File: src/rtl/pcie_src_pkg.sv
// Shared constants and types for the PCIe virtual-channel source.
package pcie_src_pkg;

  localparam int unsigned PAYLOAD_W = 5;
  localparam int unsigned VC_BIT    = 5;
  localparam int unsigned DEPTH     = 4;

  typedef enum logic {
    VC0 = 1'b0,
    VC1 = 1'b1
  } vc_e;

endpackage

File: src/rtl/vc_port_src.sv
// One source port: a FIFO per VC, pause/continue blocking, round-robin arbiter
// and a registered output stage.
module vc_port_src
  import pcie_src_pkg::*;
#(
  parameter int unsigned DEPTH = pcie_src_pkg::DEPTH
) (
  input  logic              i_clk,
  input  logic              i_rst_n,
  input  logic              i_valid,
  input  logic [VC_BIT:0]   i_data,
  output logic              o_ready,
  input  logic [1:0]        i_pause,
  input  logic [1:0]        i_continue,
  output logic              o_valid,
  output logic [VC_BIT:0]   o_data,
  output logic              o_empty
);

  localparam int unsigned AW = $clog2(DEPTH);
  localparam int unsigned CW = $clog2(DEPTH + 1);

  logic [1:0]                w_push;
  logic [1:0]                w_pop;
  logic [1:0]                w_full;
  logic [1:0]                w_nempty;
  logic [1:0]                w_elig;
  logic [1:0][PAYLOAD_W-1:0] w_head;
  vc_e                       w_sel;

  logic [1:0]                r_blk;
  vc_e                       r_last;
  logic                      r_rdy_en;
  logic                      r_valid;
  logic [VC_BIT:0]           r_data;

  for (genvar v = 0; v < 2; v++) begin : g_vc
    logic [PAYLOAD_W-1:0] r_mem [DEPTH];
    logic [AW-1:0]        r_wr_ptr;
    logic [AW-1:0]        r_rd_ptr;
    logic [CW-1:0]        r_cnt;

    assign w_push[v]   = i_valid & o_ready & (i_data[VC_BIT] == 1'(v));
    assign w_full[v]   = (r_cnt == CW'(DEPTH));
    assign w_nempty[v] = (r_cnt != '0);
    assign w_head[v]   = r_mem[r_rd_ptr];
    // Pause masks eligibility in the same cycle, before the flag registers it.
    assign w_elig[v]   = w_nempty[v] & ~r_blk[v] & ~i_pause[v];

    always_ff @(posedge i_clk or negedge i_rst_n) begin
      if (!i_rst_n) begin
        r_wr_ptr <= '0;
        r_rd_ptr <= '0;
        r_cnt    <= '0;
      end else begin
        if (w_push[v]) r_wr_ptr <= r_wr_ptr + 1'b1;
        if (w_pop[v])  r_rd_ptr <= r_rd_ptr + 1'b1;
        if (w_push[v] != w_pop[v]) r_cnt <= w_push[v] ? r_cnt + 1'b1 : r_cnt - 1'b1;
      end
    end

    always_ff @(posedge i_clk) begin
      if (w_push[v]) r_mem[r_wr_ptr] <= i_data[PAYLOAD_W-1:0];
    end
  end

  always_comb begin
    w_sel = VC0;
    if (w_elig[0] & w_elig[1]) begin
      w_sel = (r_last == VC0) ? VC1 : VC0;
    end else if (w_elig[1]) begin
      w_sel = VC1;
    end
    w_pop = '0;
    if (|w_elig) w_pop = (w_sel == VC1) ? 2'b10 : 2'b01;
  end

  always_ff @(posedge i_clk or negedge i_rst_n) begin
    if (!i_rst_n) begin
      r_blk <= '0;
    end else begin
      // Pause wins over a simultaneous continue.
      r_blk <= i_pause | (r_blk & ~i_continue);
    end
  end

  always_ff @(posedge i_clk or negedge i_rst_n) begin
    if (!i_rst_n) begin
      r_rdy_en <= 1'b0;
      r_valid  <= 1'b0;
      r_data   <= '0;
      r_last   <= VC1;
    end else begin
      r_rdy_en <= 1'b1;
      r_valid  <= |w_elig;
      if (|w_elig) begin
        r_data <= {w_sel, w_head[w_sel]};
        r_last <= w_sel;
      end else begin
        r_data <= '0;
      end
    end
  end

  assign o_ready = r_rdy_en & ~(|w_full);
  assign o_valid = r_valid;
  assign o_data  = r_data;
  assign o_empty = ~(|w_nempty);

endmodule

File: src/rtl/pcie_vc_source.sv
// Two independent VC source ports feeding the transaction layer, plus idle.
module pcie_vc_source
  import pcie_src_pkg::*;
#(
  parameter int unsigned DEPTH = pcie_src_pkg::DEPTH
) (
  input  logic            clk,
  input  logic            reset_L,
  input  logic            host_valid_p0,
  input  logic            host_valid_p1,
  input  logic [VC_BIT:0] host_data_p0,
  input  logic [VC_BIT:0] host_data_p1,
  output logic            host_ready_p0,
  output logic            host_ready_p1,
  input  logic            pause_VC0P0,
  input  logic            pause_VC1P0,
  input  logic            pause_VC0P1,
  input  logic            pause_VC1P1,
  input  logic            continue_VC0P0,
  input  logic            continue_VC1P0,
  input  logic            continue_VC0P1,
  input  logic            continue_VC1P1,
  output logic            valid_p0,
  output logic            valid_p1,
  output logic [VC_BIT:0] data_p0,
  output logic [VC_BIT:0] data_p1,
  output logic            idle
);

  logic w_empty_p0;
  logic w_empty_p1;

  vc_port_src #(
    .DEPTH(DEPTH)
  ) u_port0 (
    .i_clk     (clk),
    .i_rst_n   (reset_L),
    .i_valid   (host_valid_p0),
    .i_data    (host_data_p0),
    .o_ready   (host_ready_p0),
    .i_pause   ({pause_VC1P0, pause_VC0P0}),
    .i_continue({continue_VC1P0, continue_VC0P0}),
    .o_valid   (valid_p0),
    .o_data    (data_p0),
    .o_empty   (w_empty_p0)
  );

  vc_port_src #(
    .DEPTH(DEPTH)
  ) u_port1 (
    .i_clk     (clk),
    .i_rst_n   (reset_L),
    .i_valid   (host_valid_p1),
    .i_data    (host_data_p1),
    .o_ready   (host_ready_p1),
    .i_pause   ({pause_VC1P1, pause_VC0P1}),
    .i_continue({continue_VC1P1, continue_VC0P1}),
    .o_valid   (valid_p1),
    .o_data    (data_p1),
    .o_empty   (w_empty_p1)
  );

  assign idle = w_empty_p0 & w_empty_p1 & ~valid_p0 & ~valid_p1;

endmodule

File: config.mk
export PLATFORM = sky130hd
export DESIGN_NAME = pcie_vc_source
export DESIGN_NICKNAME = d
export VERILOG_FILES = /design/src/rtl/pcie_src_pkg.sv /design/src/rtl/vc_port_src.sv /design/src/rtl/pcie_vc_source.sv
export SDC_FILE = /design/constraint.sdc
export NUM_CORES = 1
export LEC_CHECK = 0
export CAP_MARGIN = 30
export CORE_MARGIN = 3
export CORE_UTILIZATION = 40
export DETAILED_ROUTE_END_ITERATION = 8
export GPL_TIMING_DRIVEN = 0
export PLACE_DENSITY = 0.68
export SYNTH_ARGS = -nofsm -noshare
export SYNTH_HDL_FRONTEND = slang
export SYNTH_SLANG_ARGS = --single-unit
export TNS_END_PERCENT = 20
File: constraint.sdc
create_clock -name clk -period 2.8 [get_ports clk]
set_input_delay 0.7 -clock clk [delete_from_list [all_inputs] [get_ports clk]]
set_output_delay 0.7 -clock clk [all_outputs]
set_load 0.01 [all_outputs]
==> flow_summary.ini, run 1 <==
[status]
status = finished clean

[synthesis]
synth_enable_flop_cells = 80
synth_cell_types = 45
syn-num-nets = 369
synth_top_area_share_pct = 44.6
synth_area_um2 = 5390
syn_inst = 325
yosys_warnings = 0
yosysSeqAreaShare_pct = 67.4
yosysMostFrequentCell = edfxtp_1
avgSynthCellArea_um2 = 16.6
yosysTopAreaCell = edfxtp_1
ys_top_cells_by_area = edfxtp_1, dfrtp_1, mux4_2
ys.flop_type = edfxtp_1
synthTopCellsByCount = edfxtp_1, dfrtp_1, mux4_2
synth.ff_latch_count = 129
async_reset_ff_share_pct = 38.0

[timing]
timing.hold.ws_ns = 0.188
tns_ns = 0
finalMaxSlewViolations = 0
tightest_slew_ns = 0.555
rsz0062_at_grt = yes
final.period_utilization_pct = 95.3
fmax_mhz = 375
finalHoldViolations = 0
finalWorstSetupSlack_ns = 0.132
setup_viol = 0
period_minus_slack_ns = 2.67
fin_skew_ns = 0.0149
relSlewSlack_pct = 62.9

[global_route]
grt_overflow = 0
grtUsageTotal_pct = 13.7
grt_pass1_wl_um = 15200
grt_antenna_before_repair = 0
grt_max_degree = 38
grt_pass1_vias = 2979

[die]
io-pin-count = 41
dieArea_um2 = 14900
fp-row-count = 41
initial_core_util_pct = 41.8
fp.dieW_um = 122
core_area_um2 = 12900
die_y_um = 122

[layout]
fin_util_pct = 51.2
drive_above_1_share_pct = 18.4
fin_nets = 429
area_growth_pct = 22.4
final_cells = 568
final_cell_area_um2 = 6590
antennaDiodeCount = 0

[setup_path]
crit_type = reg -> out
crit_path_max_incr_delay_ns = 0.51
critPathMostFrequentCell = nor3b_1
cp.arrival_ns = 1.97
slowest_stage = nor3b_1
worstPathMaxFanout = 4
worst_ep_required_time_ns = 2.10
worst_setup_path_end_kind = primary output
crit_path_cell_trace = nor3b_1 > nor3b_1 > clkdlybuf4s50_1
rrSetupSlack_ns = 0.38
critPathBufInv = 1
cpLargestDelayFamily = simple AND/OR/NAND/NOR gates
critPathLaunchType = flip-flop

[routing]
dr.pass1.iters = 4
antenna_left = 0
drc = 0
wl_per_cell_um = 16.1
dr_total_vias = 2815
wl_um = 9130
drt_iter0_markers = 130
vias_per_cell = 4.96

[placed_design]
placedInstanceArea_um2 = 6020
dp.cells = 538
io_buffers = 40
finalWeightedCongestion = 0.729
post-place-ws_ns = -0.291
dp_hpwl_um = 6320

[pwr]
p_total_mw = 6.21
power_density_nw_per_um2 = 942
total_leakage_power_nw = 2.46
vdd.ir_drop.worst_mv = 0.451

[clock_network]
numCtsBuffers = 17
cts_sinks = 129
clkSlewWorstSetupHoldPaths_ns = 0.06
post_cts_buffers = 0
clock_path_buffers = 2
cts_tree = built
cts_root_buf = clkbuf_16
clk_latency_ns = 0.42
cts-htree-levels = 4
holdBufCountCts = 0

[flow_run]
max_cap_viol_count = 0

[worst_hold_path]
hold_path.class = in -> async
flip-flops by register name, indices dropped and copies added (netlist names):
name,count
u_port0.g_vc.r_mem,40
u_port1.g_vc.r_mem,40
u_port0.g_vc.r_cnt,6
u_port0.o_data,6
u_port1.g_vc.r_cnt,6
u_port1.o_data,6
u_port0.g_vc.r_rd_ptr,4
u_port0.g_vc.r_wr_ptr,4
u_port1.g_vc.r_rd_ptr,4
u_port1.g_vc.r_wr_ptr,4
u_port0.r_blk,2
u_port1.r_blk,2
u_port0.o_valid,1
u_port0.r_last,1
u_port1.o_valid,1
u_port1.r_last,1
u_port1.r_rdy_en,1
cells in the final DEF (no fill, tap or decap), drive strengths merged, types with 7 or more instances in the layout:
cell type      count
buf               10
clkbuf            23
edfxtp            80
nor3b              7
nand2             18
o21ai              9
clkinv             9
xor2               9
dfrtp             47
xnor2             17
nor2               7
inv               15
mux4              20
ha                18
and2              16
clkdlybuf4s50     38
a22o               8
worst paths after layout:
check,depth (start not counted),startpoint,to
max,3,u_port0.g_vc[0].r_cnt[0]$_DFFE_PN0P_,host_ready_p0
min,1,reset_L,u_port1.g_vc[0].r_cnt[0]$_DFFE_PN0P_
max reg2reg,7,u_port0.g_vc[1].r_cnt[2]$_DFFE_PN0P_,u_port0.g_vc[0].r_cnt[2]$_DFFE_PN0P_
min reg2reg,1,u_port1.r_blk[1]$_DFF_PN0_,u_port1.r_blk[1]$_DFF_PN0_
max in group asynchronous,2,reset_L,u_port0.r_last$_DFFE_PN1P_
min in group clk,1,u_port1.r_blk[1]$_DFF_PN0_,u_port1.r_blk[1]$_DFF_PN0_
routing by layer:
layer / up-vias / global-route usage [%] / wire (µm)
met5: - / 0 / 0
met4: 0 / 4.62 / 140
met3: 18 / 4.97 / 427
met2: 57 / 21.5 / 4450
met1: 1422 / 17.7 / 4110
li1: 1318 / - / -
report_power, final:
group / switching (mW) / internal [mW]
sequential: 0.233 / 2.39
clock: 0.771 / 1.28
combinational: 0.742 / 0.791
total: 1.75 / 4.46
timing repair:
action,CTS,global route
endpoints found under the hold margin,0,0
cloned,0,0
setup endpoints to repair,1,3
resized for setup,2,3
kinds of logic after synthesis:
kind of cell / count (synthesis) / synth area share [%]
muxes: 24 / 9.20
DFF: 129 / 67.4
xor gates and xnor gates: 26 / 4.37
other: 1 / 0.0696
adders and majority gates: 20 / 4.93
buffers and inverters: 29 / 2.21
AOI/OAI and AO/OA: 31 / 4.58
and+or+nand+nor: 65 / 7.23
layout make-up:
type	instances	area [µm²]
well taps	172	215
flip-flops and latches	129	3630
multi-input cells	167	1660
fillers	1031	6290
plain buffers	14	62.6
inverters	15	56.3
clock buffers	17	425
repair buffers	41	414
clock inverters	13	123
No activity file was read; power rests on OpenSTA's default activity.
==> run 2, diff against run 1 <==
--- a/config.mk
+++ b/config.mk
@@ -10,6 +10,7 @@
 export CORE_UTILIZATION = 40
 export DETAILED_ROUTE_END_ITERATION = 8
 export GPL_TIMING_DRIVEN = 0
+export MAX_ROUTING_LAYER = met4
 export PLACE_DENSITY = 0.68
 export SYNTH_ARGS = -nofsm -noshare
 export SYNTH_HDL_FRONTEND = slang
==> constraint.sdc (replaced) <==
create_clock -name clk -period 2.55 [get_ports clk]
set_input_delay 0.6375 -clock clk [delete_from_list [all_inputs] [get_ports clk]]
set_output_delay 0.6375 -clock clk [all_outputs]
set_load 0.01 [all_outputs]
==> run 2 against run 1 <==
Compared with the run above: core utilization grew 0.26 points; non-clock buffer count is the same; first-iteration DRC count shrank 3.1%; setup slack lost 0.11 ns; combinational power grew 11%; total power grew 10%; clock-buffer cell count is the same; die area is the same; largest power group unchanged.
==> flow_summary.ini, run 2 (synthesized netlist as in run 1, its figures left out) <==
[routing]
vias_per_cell = 4.94
wl_per_cell_um = 16.1
dr.pass1.iters = 4
wl_um = 9160
drt_iter0_markers = 126
antenna_left = 0
drc = 0
dr_total_vias = 2808

[timing]
fin_skew_ns = 0.00750
fmax_mhz = 395
relSlewSlack_pct = 64.3
timing.hold.ws_ns = 0.132
finalHoldViolations = 0
setup_viol = 0
tightest_slew_ns = 0.536
rsz0062_at_grt = yes
period_minus_slack_ns = 2.53
finalMaxSlewViolations = 0
final.period_utilization_pct = 99.3

[setup_path]
crit_type = in -> reg
cpLargestDelayFamily = simple AND/OR/NAND/NOR gates
slowest_stage = clkdlybuf4s50_1
critPathLaunchType = input port
crit_path_max_incr_delay_ns = 0.41
worst_ep_required_time_ns = 2.88
crit_path_cell_trace = clkdlybuf4s50_1 > nand2b_1 > nor4b_2 > buf_4 > xnor2_1 > ha_1 > nor4_1 > o21ai_0 > o31ai_1 > xor2_1
cp.arrival_ns = 2.86
worstPathMaxFanout = 10
worst_setup_path_end_kind = flip-flop
critPathBufInv = 2
rrSetupSlack_ns = 0.12

[die]
die_y_um = 122
dieArea_um2 = 14900
fp.dieW_um = 122
initial_core_util_pct = 41.8
core_area_um2 = 12900
io-pin-count = 41
fp-row-count = 41

[layout]
area_growth_pct = 23.0
final_cell_mix = edfxtp_1, dfrtp_1, clkdlybuf4s50_1, mux4_2
fin_util_pct = 51.4
final_cell_area_um2 = 6620
fin_nets = 429
antennaDiodeCount = 0
drive_above_1_share_pct = 20.5
final_cells = 568
layout_commonest_cell = edfxtp_1
reg.largest.list = u_port0.g_vc.r_mem x40, u_port1.g_vc.r_mem x40

[global_route]
grt_antenna_before_repair = 0
grt_overflow = 0
grtUsageTotal_pct = 14.1
grt_pass1_wl_um = 15200
grt_max_degree = 38
grt_pass1_vias = 2986

[status]
status = finished clean

[clock_network]
clock_path_buffers = 2
clk_latency_ns = 0.41
numCtsBuffers = 17
cts-htree-levels = 4
holdBufCountCts = 0
cts_sinks = 129
cts_tree = built
clkSlewWorstSetupHoldPaths_ns = 0.05
post_cts_buffers = 0
cts_root_buf = clkbuf_16

[placed_design]
finalWeightedCongestion = 0.738
placedInstanceArea_um2 = 6020
io_buffers = 40
dp.cells = 538
dp_hpwl_um = 6320

[pwr]
vdd.ir_drop.worst_mv = 0.491
p_total_mw = 6.84
total_leakage_power_nw = 2.48
power_density_nw_per_um2 = 1030

[flow_run]
max_cap_viol_count = 0

[worst_hold_path]
hold_path.class = in -> async
## run 2: area by class of cell
type	instances	area, µm²
sequential	129	3630
tap	172	215
inverter	15	56.3
timing repair buffer	41	413
clock inverter	13	123
multi-input combinational	167	1690
clock buffer	17	425
buffer	14	68.8
fill	1026	6250
## run 2: worst register-to-register path: cells and delay by family (launching register included)
family	cells	cell delay, ns
AOI/OAI and AO/OA	2	0.43
buffers and inverters	1	0.23
DFF	1	0.42
and+or+nand+nor	3	0.79
adders and majority gates	1	0.21
xor gates and xnor gates	2	0.26
## run 2: what timing repair did
| action | 4_1_cts | 5_1_grt |
|---|---|---|
| pin swaps | 0 | 0 |
| setup endpoints to repair | 4 | 8 |
| resized for setup | 4 | 16 |
## run 2: worst paths after layout
path,from,to,cells after the start
worst min-delay path,reset_L,u_port1.g_vc[0].r_cnt[1]$_DFFE_PN0P_,1
worst max-delay path,host_data_p1[5],u_port1.g_vc[0].r_cnt[2]$_DFFE_PN0P_,10
worst min register to register,u_port1.r_blk[1]$_DFF_PN0_,u_port1.r_blk[1]$_DFF_PN0_,1
worst max register to register,u_port1.g_vc[1].r_cnt[2]$_DFFE_PN0P_,u_port1.g_vc[0].r_cnt[2]$_DFFE_PN0P_,9
max in group asynchronous,reset_L,u_port0.r_last$_DFFE_PN1P_,2
min in group clk,u_port1.r_blk[1]$_DFF_PN0_,u_port1.r_blk[1]$_DFF_PN0_,1
## run 2: per-stage QoR
step | setup TNS, ns | setup slack, ns
floorplan | 0 | 0.152
global placement | -42.00 | -0.764
detailed placement | -8.12 | -0.478
CTS | -0.0786 | -0.0445
global route | -0.244 | -0.129
finish | 0 | 0.0181
## run 2: per-layer routing
layer  track usage [%]  share of wire, %
met3              4.83               4.5
met2              21.5                49
met5                 -                 0
met1              17.8                45
met4              4.62               1.4
## run 2: power breakdown
part,internal (mW),switching [mW]
clock network,1.41,0.838
registers,2.63,0.272
logic,0.882,0.817
total,4.91,1.93
==> run 3, diff against run 2 <==
--- a/config.mk
+++ b/config.mk
@@ -12,6 +12,7 @@
 export GPL_TIMING_DRIVEN = 0
 export MAX_ROUTING_LAYER = met4
 export PLACE_DENSITY = 0.68
+export SLEW_MARGIN = 15
 export SYNTH_ARGS = -nofsm -noshare
 export SYNTH_HDL_FRONTEND = slang
 export SYNTH_SLANG_ARGS = --single-unit
==> run 3 against run 2 <==
Compared with the run above: clock-buffer cell count unchanged; critical path type is now reg -> out; sequential power about the same; clock skew decreased by 0.0017 ns; first-iteration DRC count increased by 13%; largest power group unchanged; highest routed layer unchanged; via count increased by 0.21%.
==> flow_summary.ini, run 3 (synthesized netlist as in run 1, its figures left out) <==
[status]
status = finished clean

[timing]
finalMaxSlewViolations = 0
relSlewSlack_pct = 63.3
rsz0062_at_grt = yes
tightest_slew_ns = 0.551
tns_ns = 0
final.period_utilization_pct = 97.7
setup_viol = 0
finalWorstSetupSlack_ns = 0.0574
finalHoldViolations = 0
period_minus_slack_ns = 2.49
fin_skew_ns = 0.00582
fmax_mhz = 401
timing.hold.ws_ns = 0.191

[pwr]
power_density_nw_per_um2 = 1050
pwr-share-seq_pct = 41.4
p_int_mw = 5.03
p_total_mw = 7.01
switchingPower_mw = 1.97
combPwrFrac_pct = 24.4
power_frac_clock_pct = 34.2
total_leakage_power_nw = 2.50
vdd.ir_drop.worst_mv = 0.519
switching_share_pct = 28.2

[placed_design]
finalWeightedCongestion = 0.738
post-place-ws_ns = -0.490
io_buffers = 40
placedInstanceArea_um2 = 6020
dp.cells = 538
dp_hpwl_um = 6370

[setup_path]
cpLargestDelayFamily = simple AND/OR/NAND/NOR gates
worstPathMaxFanout = 4
crit_type = reg -> out
critPathBufInv = 1
worst_setup_path_end_kind = primary output
cp.depth = 4
cp.arrival_ns = 1.86
worst_ep_required_time_ns = 1.91
slowest_stage = dfrtp_2
r2r_cells = 7
critPathLaunchType = flip-flop
crit_path_max_incr_delay_ns = 0.44
crit_path_cell_trace = or3_4 > nor2_1 > and4_1 > clkdlybuf4s15_1

[global_route]
grt_antenna_before_repair = 0
grt_pass1_vias = 3010
grtUsageTotal_pct = 13.9
grt_max_degree = 33
grt_pass1_wl_um = 15200
grt_overflow = 0

[layout]
area_growth_pct = 23.9
final_cell_mix = edfxtp_1, dfrtp_1, clkdlybuf4s50_1, mux4_2
final_cell_area_um2 = 6670
antennaDiodeCount = 0
reg.largest.list = u_port0.g_vc.r_mem x40, u_port1.g_vc.r_mem x40
fin_util_pct = 51.8
final_cells = 570
seqCellArea_um2 = 3630
drive_above_1_share_pct = 20.4
layout_commonest_cell = edfxtp_1
fin_nets = 429
fillCellCount = 1024
multi_input_area_um2 = 1680

[die]
core_area_um2 = 12900
fp.dieW_um = 122
dieArea_um2 = 14900
die_y_um = 122
fp-row-count = 41
io-pin-count = 41
initial_core_util_pct = 41.8

[routing]
vias_per_cell = 4.94
dr.pass1.iters = 4
wl_um = 9250
dr_total_vias = 2814
wl_per_cell_um = 16.2
drt_iter0_markers = 143
drc = 0
antenna_left = 0

[clock_network]
cts-htree-levels = 4
clkSlewWorstSetupHoldPaths_ns = 0.05
cts_sinks = 129
clock_path_buffers = 2
post_cts_buffers = 0
cts_root_buf = clkbuf_16
holdBufCountCts = 0
numCtsBuffers = 17
clk_latency_ns = 0.41
cts_tree = built

[flow_run]
max_cap_viol_count = 0

[worst_hold_path]
hold_path.class = in -> async
-- run 3: changes by cell type in the layout (fill, tap and decap cells not counted), sizes merged --
cell	change
dlymetal6s2s	+1
clkdlybuf4s50	-1
bufinv	+1
clkinvlp	+2
clkinv	-1
clkbuf	-1
clkdlybuf4s15	+1
-- run 3: worst paths after layout --
check / start / endpoint / slack [ns]
hold reg to reg: u_port1.r_blk[1]$_DFF_PN0_ / u_port1.r_blk[1]$_DFF_PN0_ / 0.47
setup reg to reg: u_port0.g_vc[1].r_cnt[2]$_DFFE_PN0P_ / u_port0.g_vc[0].r_cnt[2]$_DFFE_PN0P_ / 0.20
hold / removal: reset_L / u_port1.g_vc[0].r_cnt[0]$_DFFE_PN0P_ / 0.19
setup / recovery: u_port0.g_vc[0].r_cnt[0]$_DFFE_PN0P_ / idle / 0.06
max in group asynchronous: reset_L / u_port0.r_last$_DFFE_PN1P_ / 1.76
min in group clk: u_port1.r_blk[1]$_DFF_PN0_ / u_port1.r_blk[1]$_DFF_PN0_ / 0.47
-- run 3: repair_timing --
action / in CTS / in global routing
gates resized for setup: 4 / 17
pin swaps: 0 / 0
endpoints found under the setup margin: 4 / 8
-- run 3: area by class of cell --
cell class / count / share of cell area, %
tap: 172 / 3.23
inverter: 15 / 0.844
clock inverter: 15 / 2.53
multi-input combinational: 167 / 25.2
sequential: 129 / 54.5
buffer: 14 / 1.05
timing repair buffer: 41 / 6.30
clock buffer: 17 / 6.38
-- run 3: power groups by stage --
stage | sequential, mW | combinational (mW) | clock, mW
after global placement | 2.89 | 1.62 | 0
after floorplan | 2.89 | 1.19 | 0
after global routing | 2.95 | 1.91 | 2.53
after CTS | 2.88 | 1.73 | 2.44
after detailed placement | 2.92 | 1.71 | 0
final | 2.90 | 1.71 | 2.39
-- run 3: per-layer routing --
| metal | global-route usage [%] | wire length (µm) | vias to the layer above |
|---|---|---|---|
| met5 | - | 0 | - |
| met4 | 6.51 | 95 | 0 |
| met3 | 3.39 | 356 | 8 |
| met2 | 21.2 | 4600 | 58 |
| met1 | 17.7 | 4200 | 1437 |
| li1 | - | - | 1311 |
